### src/rtl/nibble_serial_adder_if.sv
// Operand/result bus and the nibble link to the external combinational 4-bit adder.
interface nibble_serial_adder_if #(
    parameter int NIBBLES = 4
);
    localparam int W = 4 * NIBBLES;

    logic         start;
    logic [W-1:0] op_a;
    logic [W-1:0] op_b;
    logic         cin_in;
    logic         busy;
    logic         done;
    logic [W-1:0] sum;
    logic         cout;

    logic [3:0]   add_a;
    logic [3:0]   add_b;
    logic         add_cin;
    logic [3:0]   add_s;
    logic         add_cout;

    modport slave (
        input  start, op_a, op_b, cin_in, add_s, add_cout,
        output busy, done, sum, cout, add_a, add_b, add_cin
    );

    modport master (
        output start, op_a, op_b, cin_in, add_s, add_cout,
        input  busy, done, sum, cout, add_a, add_b, add_cin
    );
endinterface

### src/rtl/nibble_serial_adder.sv
// Feeds an external 4-bit adder one nibble per clock, LSB first, and assembles the
// full-width sum; the inter-nibble carry lives only in carry_q.
module nibble_serial_adder #(
    parameter int NIBBLES = 4
) (
    input  logic                  clk,
    input  logic                  rst_n,
    nibble_serial_adder_if.slave  bus
);
    localparam int IW = (NIBBLES > 1) ? $clog2(NIBBLES) : 1;
    localparam logic [IW-1:0] LAST = IW'(NIBBLES - 1);

    typedef enum logic {IDLE = 1'b0, RUN = 1'b1} state_e;

    state_e                  state_q, state_d;
    logic [NIBBLES-1:0][3:0] a_q, a_d;
    logic [NIBBLES-1:0][3:0] b_q, b_d;
    logic [NIBBLES-1:0][3:0] sum_q, sum_d;
    logic [IW-1:0]           idx_q, idx_d;
    logic                    carry_q, carry_d;
    logic                    cout_q, cout_d;
    logic                    busy_q, busy_d;
    logic                    done_q, done_d;
    logic                    last_nib;

    assign last_nib = (idx_q == LAST);

    always_ff @(posedge clk or negedge rst_n) begin
        if (!rst_n) state_q <= IDLE;
        else        state_q <= state_d;
    end

    always_comb begin
        state_d = state_q;
        case (state_q)
            IDLE:    if (bus.start) state_d = RUN;
            RUN:     if (last_nib)  state_d = IDLE;
            default: state_d = IDLE;
        endcase
    end

    // Adder inputs come only from registers, so start/op_* never reach the adder path.
    always_comb begin
        a_d         = a_q;
        b_d         = b_q;
        sum_d       = sum_q;
        idx_d       = idx_q;
        carry_d     = carry_q;
        cout_d      = cout_q;
        busy_d      = busy_q;
        done_d      = 1'b0;
        bus.add_a   = 4'h0;
        bus.add_b   = 4'h0;
        bus.add_cin = 1'b0;
        case (state_q)
            IDLE: begin
                if (bus.start) begin
                    a_d     = bus.op_a;
                    b_d     = bus.op_b;
                    carry_d = bus.cin_in;
                    idx_d   = '0;
                    sum_d   = '0;
                    cout_d  = 1'b0;
                    busy_d  = 1'b1;
                end
            end
            RUN: begin
                bus.add_a    = a_q[idx_q];
                bus.add_b    = b_q[idx_q];
                bus.add_cin  = carry_q;
                sum_d[idx_q] = bus.add_s;
                carry_d      = bus.add_cout;
                if (last_nib) begin
                    cout_d = bus.add_cout;
                    busy_d = 1'b0;
                    done_d = 1'b1;
                end else begin
                    idx_d = idx_q + 1'b1;
                end
            end
            default: ;
        endcase
    end

    always_ff @(posedge clk or negedge rst_n) begin
        if (!rst_n) begin
            a_q     <= '0;
            b_q     <= '0;
            sum_q   <= '0;
            idx_q   <= '0;
            carry_q <= 1'b0;
            cout_q  <= 1'b0;
            busy_q  <= 1'b0;
            done_q  <= 1'b0;
        end else begin
            a_q     <= a_d;
            b_q     <= b_d;
            sum_q   <= sum_d;
            idx_q   <= idx_d;
            carry_q <= carry_d;
            cout_q  <= cout_d;
            busy_q  <= busy_d;
            done_q  <= done_d;
        end
    end

    assign bus.sum  = sum_q;
    assign bus.cout = cout_q;
    assign bus.busy = busy_q;
    assign bus.done = done_q;
endmodule

### src/flat_wrapper.sv
// flat-port wrapper written by rule: the top's interface ports become plain ports
module nibble_serial_adder_flat 
#(
    parameter int NIBBLES = 4
)
  (clk, rst_n, bus_start, bus_op_a, bus_op_b, bus_cin_in, bus_add_s, bus_add_cout, bus_busy, bus_done, bus_sum, bus_cout, bus_add_a, bus_add_b, bus_add_cin);
  nibble_serial_adder_if #(.NIBBLES(NIBBLES)) bus_i ();
  input  logic clk;
  input  logic rst_n;
  input wire logic [$bits(bus_i.start)-1:0] bus_start;
  input wire logic [$bits(bus_i.op_a)-1:0] bus_op_a;
  input wire logic [$bits(bus_i.op_b)-1:0] bus_op_b;
  input wire logic [$bits(bus_i.cin_in)-1:0] bus_cin_in;
  input wire logic [$bits(bus_i.add_s)-1:0] bus_add_s;
  input wire logic [$bits(bus_i.add_cout)-1:0] bus_add_cout;
  output wire logic [$bits(bus_i.busy)-1:0] bus_busy;
  output wire logic [$bits(bus_i.done)-1:0] bus_done;
  output wire logic [$bits(bus_i.sum)-1:0] bus_sum;
  output wire logic [$bits(bus_i.cout)-1:0] bus_cout;
  output wire logic [$bits(bus_i.add_a)-1:0] bus_add_a;
  output wire logic [$bits(bus_i.add_b)-1:0] bus_add_b;
  output wire logic [$bits(bus_i.add_cin)-1:0] bus_add_cin;
  assign bus_i.start = bus_start;
  assign bus_i.op_a = bus_op_a;
  assign bus_i.op_b = bus_op_b;
  assign bus_i.cin_in = bus_cin_in;
  assign bus_i.add_s = bus_add_s;
  assign bus_i.add_cout = bus_add_cout;
  assign bus_busy = bus_i.busy;
  assign bus_done = bus_i.done;
  assign bus_sum = bus_i.sum;
  assign bus_cout = bus_i.cout;
  assign bus_add_a = bus_i.add_a;
  assign bus_add_b = bus_i.add_b;
  assign bus_add_cin = bus_i.add_cin;
  nibble_serial_adder #(.NIBBLES(NIBBLES)) u_core (.clk(clk), .rst_n(rst_n), .bus(bus_i));
endmodule
### config.mk
export PLATFORM = sky130hd
export DESIGN_NAME = nibble_serial_adder_flat
export DESIGN_NICKNAME = d
export VERILOG_FILES = /design/src/rtl/nibble_serial_adder_if.sv /design/src/rtl/nibble_serial_adder.sv /design/src/flat_wrapper.sv
export SDC_FILE = /design/constraint.sdc
export NUM_CORES = 1
export LEC_CHECK = 0
export ABC_AREA = 1
export CAP_MARGIN = 20
export CORE_MARGIN = 2
export CORE_UTILIZATION = 50
export CTS_BUF_LIST = sky130_fd_sc_hd__clkbuf_8
export CTS_CLUSTER_DIAMETER = 100
export DETAILED_ROUTE_END_ITERATION = 10
export MAX_ROUTING_LAYER = met4
export PLACE_DENSITY = 0.8
export RECOVER_POWER = 25
export SLEW_MARGIN = 20
export SYNTH_ARGS = -nofsm -noshare
export SYNTH_HDL_FRONTEND = slang
export SYNTH_SLANG_ARGS = --single-unit
export TNS_END_PERCENT = 50
### constraint.sdc
create_clock -name clk -period 2 [get_ports clk]
set_clock_uncertainty 0.2 [all_clocks]
set_input_delay 0.4 -clock clk [delete_from_list [all_inputs] [get_ports clk]]
set_output_delay 0.4 -clock clk [all_outputs]
set_load 0.1 [all_outputs]
Yosys cells after proc, flatten, opt, wreduce, memory -nomap -nowiden

Index checks and enable logic that the tools add are counted.

Register bits after elaboration: 55
Input port bits: 41
Logic and storage cells: 58

$add $sub $neg: 1
Magnitude comparators: 2
Eq/ne operators: 4
Mux-type cells: 28
Bitwise gates (word level): 1
Reductions and logical operators: 4

Operators by type and width:

| kind                                                                                | count |
|---|---|
| 16-bit one-hot mux with 2 select lines                                              | 1 |
| 4-bit 2-to-1 mux                                                                    | 5 |
| 4-bit binary-select mux with 2-bit select                                           | 2 |
| 16-bit bitwise mux                                                                  | 1 |
| 16-bit 2-to-1 mux                                                                   | 1 |
| 1-bit 2-to-1 mux                                                                    | 10 |
| 4-bit demux with 2-bit select                                                       | 1 |
| 1-bit one-hot mux with 2 select lines                                               | 4 |
| 2-bit inequality test, second input constant                                        | 3 |
| 2-bit AND reduction                                                                 | 3 |
| 2-bit 2-to-1 mux                                                                    | 2 |
| 2-bit one-hot mux with 2 select lines                                               | 1 |
| 2-bit by 3-bit < comparator with 1-bit output, second input constant                | 1 |
| 2-bit by 1-bit adder with 2-bit output, second input constant                       | 1 |
| 2-bit == test, second input constant                                                | 1 |
| 2-bit by 1-bit greater-or-equal comparator with 1-bit output, second input constant | 1 |
| 1-bit logical AND                                                                   | 1 |
| 1-bit inverter                                                                      | 1 |

Depth between registers and ports, before layout

Depth in word-level cells: 6
Depth in mapped cells: 7
Mapped depth without buffers: 6

Worst setup path after synthesis

OpenSTA, ideal clock, no wires.

Path type: reg2out
From: reg u_core.idx_q[0]
To: out bus_add_a[0]
Arrival: 2.373 ns
Data required time: 1.400 ns
Setup slack: -0.973 ns
Cell stages (with the launch flop): 7
Path buffers: 2
Cell sequence: dfrtp_1 -> buf_4 -> inv_2 -> buf_4 -> nand2_1 -> nand3_1 -> a21oi_1

Longest elaborated chain between the ends: 3

Ends and longest elaborated chain:

| item                                      | RTL line                  | text |
|---|---|---|
| from (decl)                               | nibble_serial_adder.sv:19 | `logic [IW-1:0] idx_q, idx_d;` |
| from (signal assigned)                    | nibble_serial_adder.sv:99 | `idx_q <= idx_d;` |
| 4-bit binary-select mux with 2-bit select | nibble_serial_adder.sv:68 | `bus.add_a = a_q[idx_q];` |
| 4-bit 2-to-1 mux (implied by the code)    | nibble_serial_adder.sv:68 |  |
| 4-bit 2-to-1 mux                          | nibble_serial_adder.sv:55 | `case (state_q)` |
| to (decl)                                 | flat_wrapper.sv:20        | `output wire logic [$bits(bus_i.add_a)-1:0] bus_add_a;` |

Every way passes these cells. The select of a mux whose other input is x is not followed.

Worst setup path in the final report

From: reg u_core.idx_q[0]
To: out bus_add_b[2]

Longest elaborated chain between the ends: 3

Ends and longest elaborated chain:

| item                                      | RTL line                  | text |
|---|---|---|
| 4-bit binary-select mux with 2-bit select | nibble_serial_adder.sv:69 | `bus.add_b = b_q[idx_q];` |
| 4-bit 2-to-1 mux (implied by the code)    | nibble_serial_adder.sv:69 |  |
| 4-bit 2-to-1 mux                          | nibble_serial_adder.sv:55 |  |
| to (decl)                                 | flat_wrapper.sv:21        | `output wire logic [$bits(bus_i.add_b)-1:0] bus_add_b;` |

Every way passes these cells. The select of a mux whose other input is x is not followed.

==> metrics.txt <==
outcome=complete, but fails checks; failing checks=setup timing; WL per Instance=14.3 um; Post-route DRC=0; total number of H-tree levels=2; R2R Setup Slk=~0.34 ns; vias in the first global route=~2.3k; Worst setup EP type=output port; RSZ-0062 raised after global routing=yes; Worst EP required=approximately 1.4 ns; Yosys Warn Count=0; final setup vio count=8; fin crit share=106%; GRT Total Usage=23.3%; Final #Nets=427; CP arrival=around 1.5 ns; Die Width=around 77 um; Final HPWL DP=between 4 and 5 mm; register bit count reported by yosys=between 50 and 60; Worst Tran Pin Value=about 0.75 ns; fraction of layout cells with a size suffix above 1=between 20% and 30%; postcts setup bufs=0; post-synth top area share=between 50% and 60%; sequential fraction of the synthesis area=52.0%; first-pass GRT wire length=10.6 mm; clk_lat worst skew=0.30 ns; DR vias/cell=a little over 5; Tmin final=about 2.1 ns; Sink Count=55; Slew Limit Fails=0; Layout Area Growth over Synthesis=49.9%; GR Overflow Total=0; clock buffer count from CTS=5; Synth area leader=dfrtp_1; # diodes=0; Design Area, Final=~4000 um^2; Routed Antenna Nets=0; slowest cell delay on critical path=0.46 ns; largest net degree at the start of global routing=56; Total Wirelength=about 6.4 mm; clk buf depth=2; syn nets=355; Die Y=approximately 77 um; Syn Area/Cell=slightly below 9 um^2; Crit Reg-Reg Endpoint=u_core.idx_q[0]; core area=around 5100 um^2; fillers=364; Via Count=2272; starting density of the core=around half; R2R cell count=6; hold depth=2; CP Class=register to output port; hold path start=u_core.a_q[15]; setup ws final=-0.118 ns; setup_tns=-0.638 ns; clock slew at reported path FFs=0.10 ns; Gate Count Post-Synth=~300; initial DRC count=between 100 and 150; Highest Clock Rate=0.472 GHz; worst slack, placed=0.157 ns; I/O Buffers=approximately 70; die area=slightly below 6000 um^2; CP max stage cell=dfrtp_2; count of boundary I/O pins=69; CP Max Fanout=12; site row count=26; Rel. slew slack=between 50% and 60%; RR Startpoint=u_core.idx_q[0]; Post-Syn Area=~2600 um^2; CTS Root Cell=clkbuf_8; Startpoint Class=register; Layout Cells excl Fill=approximately 450; Cell Chain, Critical Path=buf_6, nand2_1, nand3_2, a21oi_4, buf_12; Max Cap Viol=0; final hold viol count=0; Area contributors post-synth=dfrtp_1 52%, nand2_1 13%, nand3_1 7.2%; Synth cell types=23; initial antenna violation count=0; Area after DPL=approximately 3800 um^2; WHS Endpoint=u_core.a_q[15]; GPL Wtd Cong=approximately 0.84; worst min path class=register to register; Pre-antenna DRT Iters=4; CTS tree=built; Inst Count DP=between 400 and 500
[worst max path at each step]
stage,startpoint,end,slack [ns],cells past startpoint
detailed placement,bus_start,u_core.bus.sum[7],0.16,7
floorplan,u_core.idx_q[0],bus_add_a[0],-0.05,6
finish,u_core.idx_q[0],bus_add_b[2],-0.12,5
global route,u_core.idx_q[0],bus_add_b[2],-0.17,5
CTS,u_core.idx_q[0],bus_add_a[1],-0.10,5
global placement,bus_start,u_core.bus.sum[7],0.20,7
[flip-flops by register name (all words and copies together) (netlist names)]
name / cells
u_core.a_q: 16
u_core.b_q: 16
u_core.bus.busy: 1
u_core.bus.cout: 1
u_core.bus.done: 1
u_core.bus.sum: 16
u_core.carry_q: 1
u_core.idx_q: 2
u_core.state_q: 1
[area by class of cell]
cell class	instances	area [um^2]	share of cell area (%)
clock buffers	5	68.8	1.73
clock inverters	3	15.0	0.378
repair buffers	78	1070	26.9
flip-flops and latches	55	1380	34.7
well taps	70	87.6	2.21
inverters	40	160	4.03
multi-input cells	198	1190	30.1
[synth_stat cells]
cell type  instances
clkbuf_2           1
and3_4             1
o21ai_0           30
buf_4              2
a21oi_1            9
ha_1               8
nand2_4            4
o21ai_2            3
nor2_4             1
dfrtp_1           55
clkbuf_1           2
buf_2              2
buf_12             1
o21ai_1            9
nand2_1           93
clkinv_1           1
inv_2              4
o21a_1             1
nand3_1           38
a21oi_4            1
inv_1             35
buf_8              3
buf_6              2
[cell usage in the layout, fill, tap and decap left out, types with 2 or more instances in the layout]
master,synthesis,routed
clkinv_2,0,3
o21ai_1,9,9
clkdlybuf4s50_1,0,39
buf_12,1,30
a21oi_4,1,9
ha_1,8,8
dfrtp_1,55,54
clkbuf_8,0,5
inv_1,35,35
o21ai_2,3,3
buf_4,2,4
nand2_2,0,11
nand2_4,4,4
nand2_1,93,82
buf_6,2,2
nand3_2,0,16
nand3_1,38,22
inv_2,4,3
o21ai_0,30,30
[critical path: cells and delay by family (launching register included)]
family / cells / cell delay [ns]
flops: 1 / 0.46
compound gates: 1 / 0.20
simple gates: 2 / 0.20
buf+inv: 2 / 0.35
[timing repair]
item / in CTS / in global routing
gates resized for setup: 5 / 8
cloned: 0 / 0
hold buffers: 1 / 0
endpoints found under the setup margin: 8 / 8
endpoints found under the hold margin: 55 / 0
pin swaps: 5 / 10
[logic make-up after synthesis]
| kind of cell | share of synthesized area [%] |
|---|---|
| AO/OA/AOI/OAI | 11.0 |
| buffers and inverters | 10.4 |
| flip-flops | 52.0 |
| AND/OR/NAND/NOR | 22.9 |
| adder cells (fa/ha/maj) | 3.78 |
[metrics by stage]
step	hold slack (ns)	util, %
floorplan	-0.0956	-
finish	0.336	77.7
CTS	0.333	77.4
global route	0.366	77.7
detailed placement	0.217	75.2
global placement	0.214	75.2
[routing by layer]
layer / global-route usage (%) / up-vias / routed length [um]
met3: 4.47 / 8 / 291
met4: 6.91 / 0 / 78
met1: 28.8 / 1070 / 2730
met5: - / - / 0
li1: - / 1112 / -
met2: 39.2 / 82 / 3310
Power is left out: the tool's default activity adds up to more than one toggle a clock period on the data nets, which glitch-free logic cannot reach.
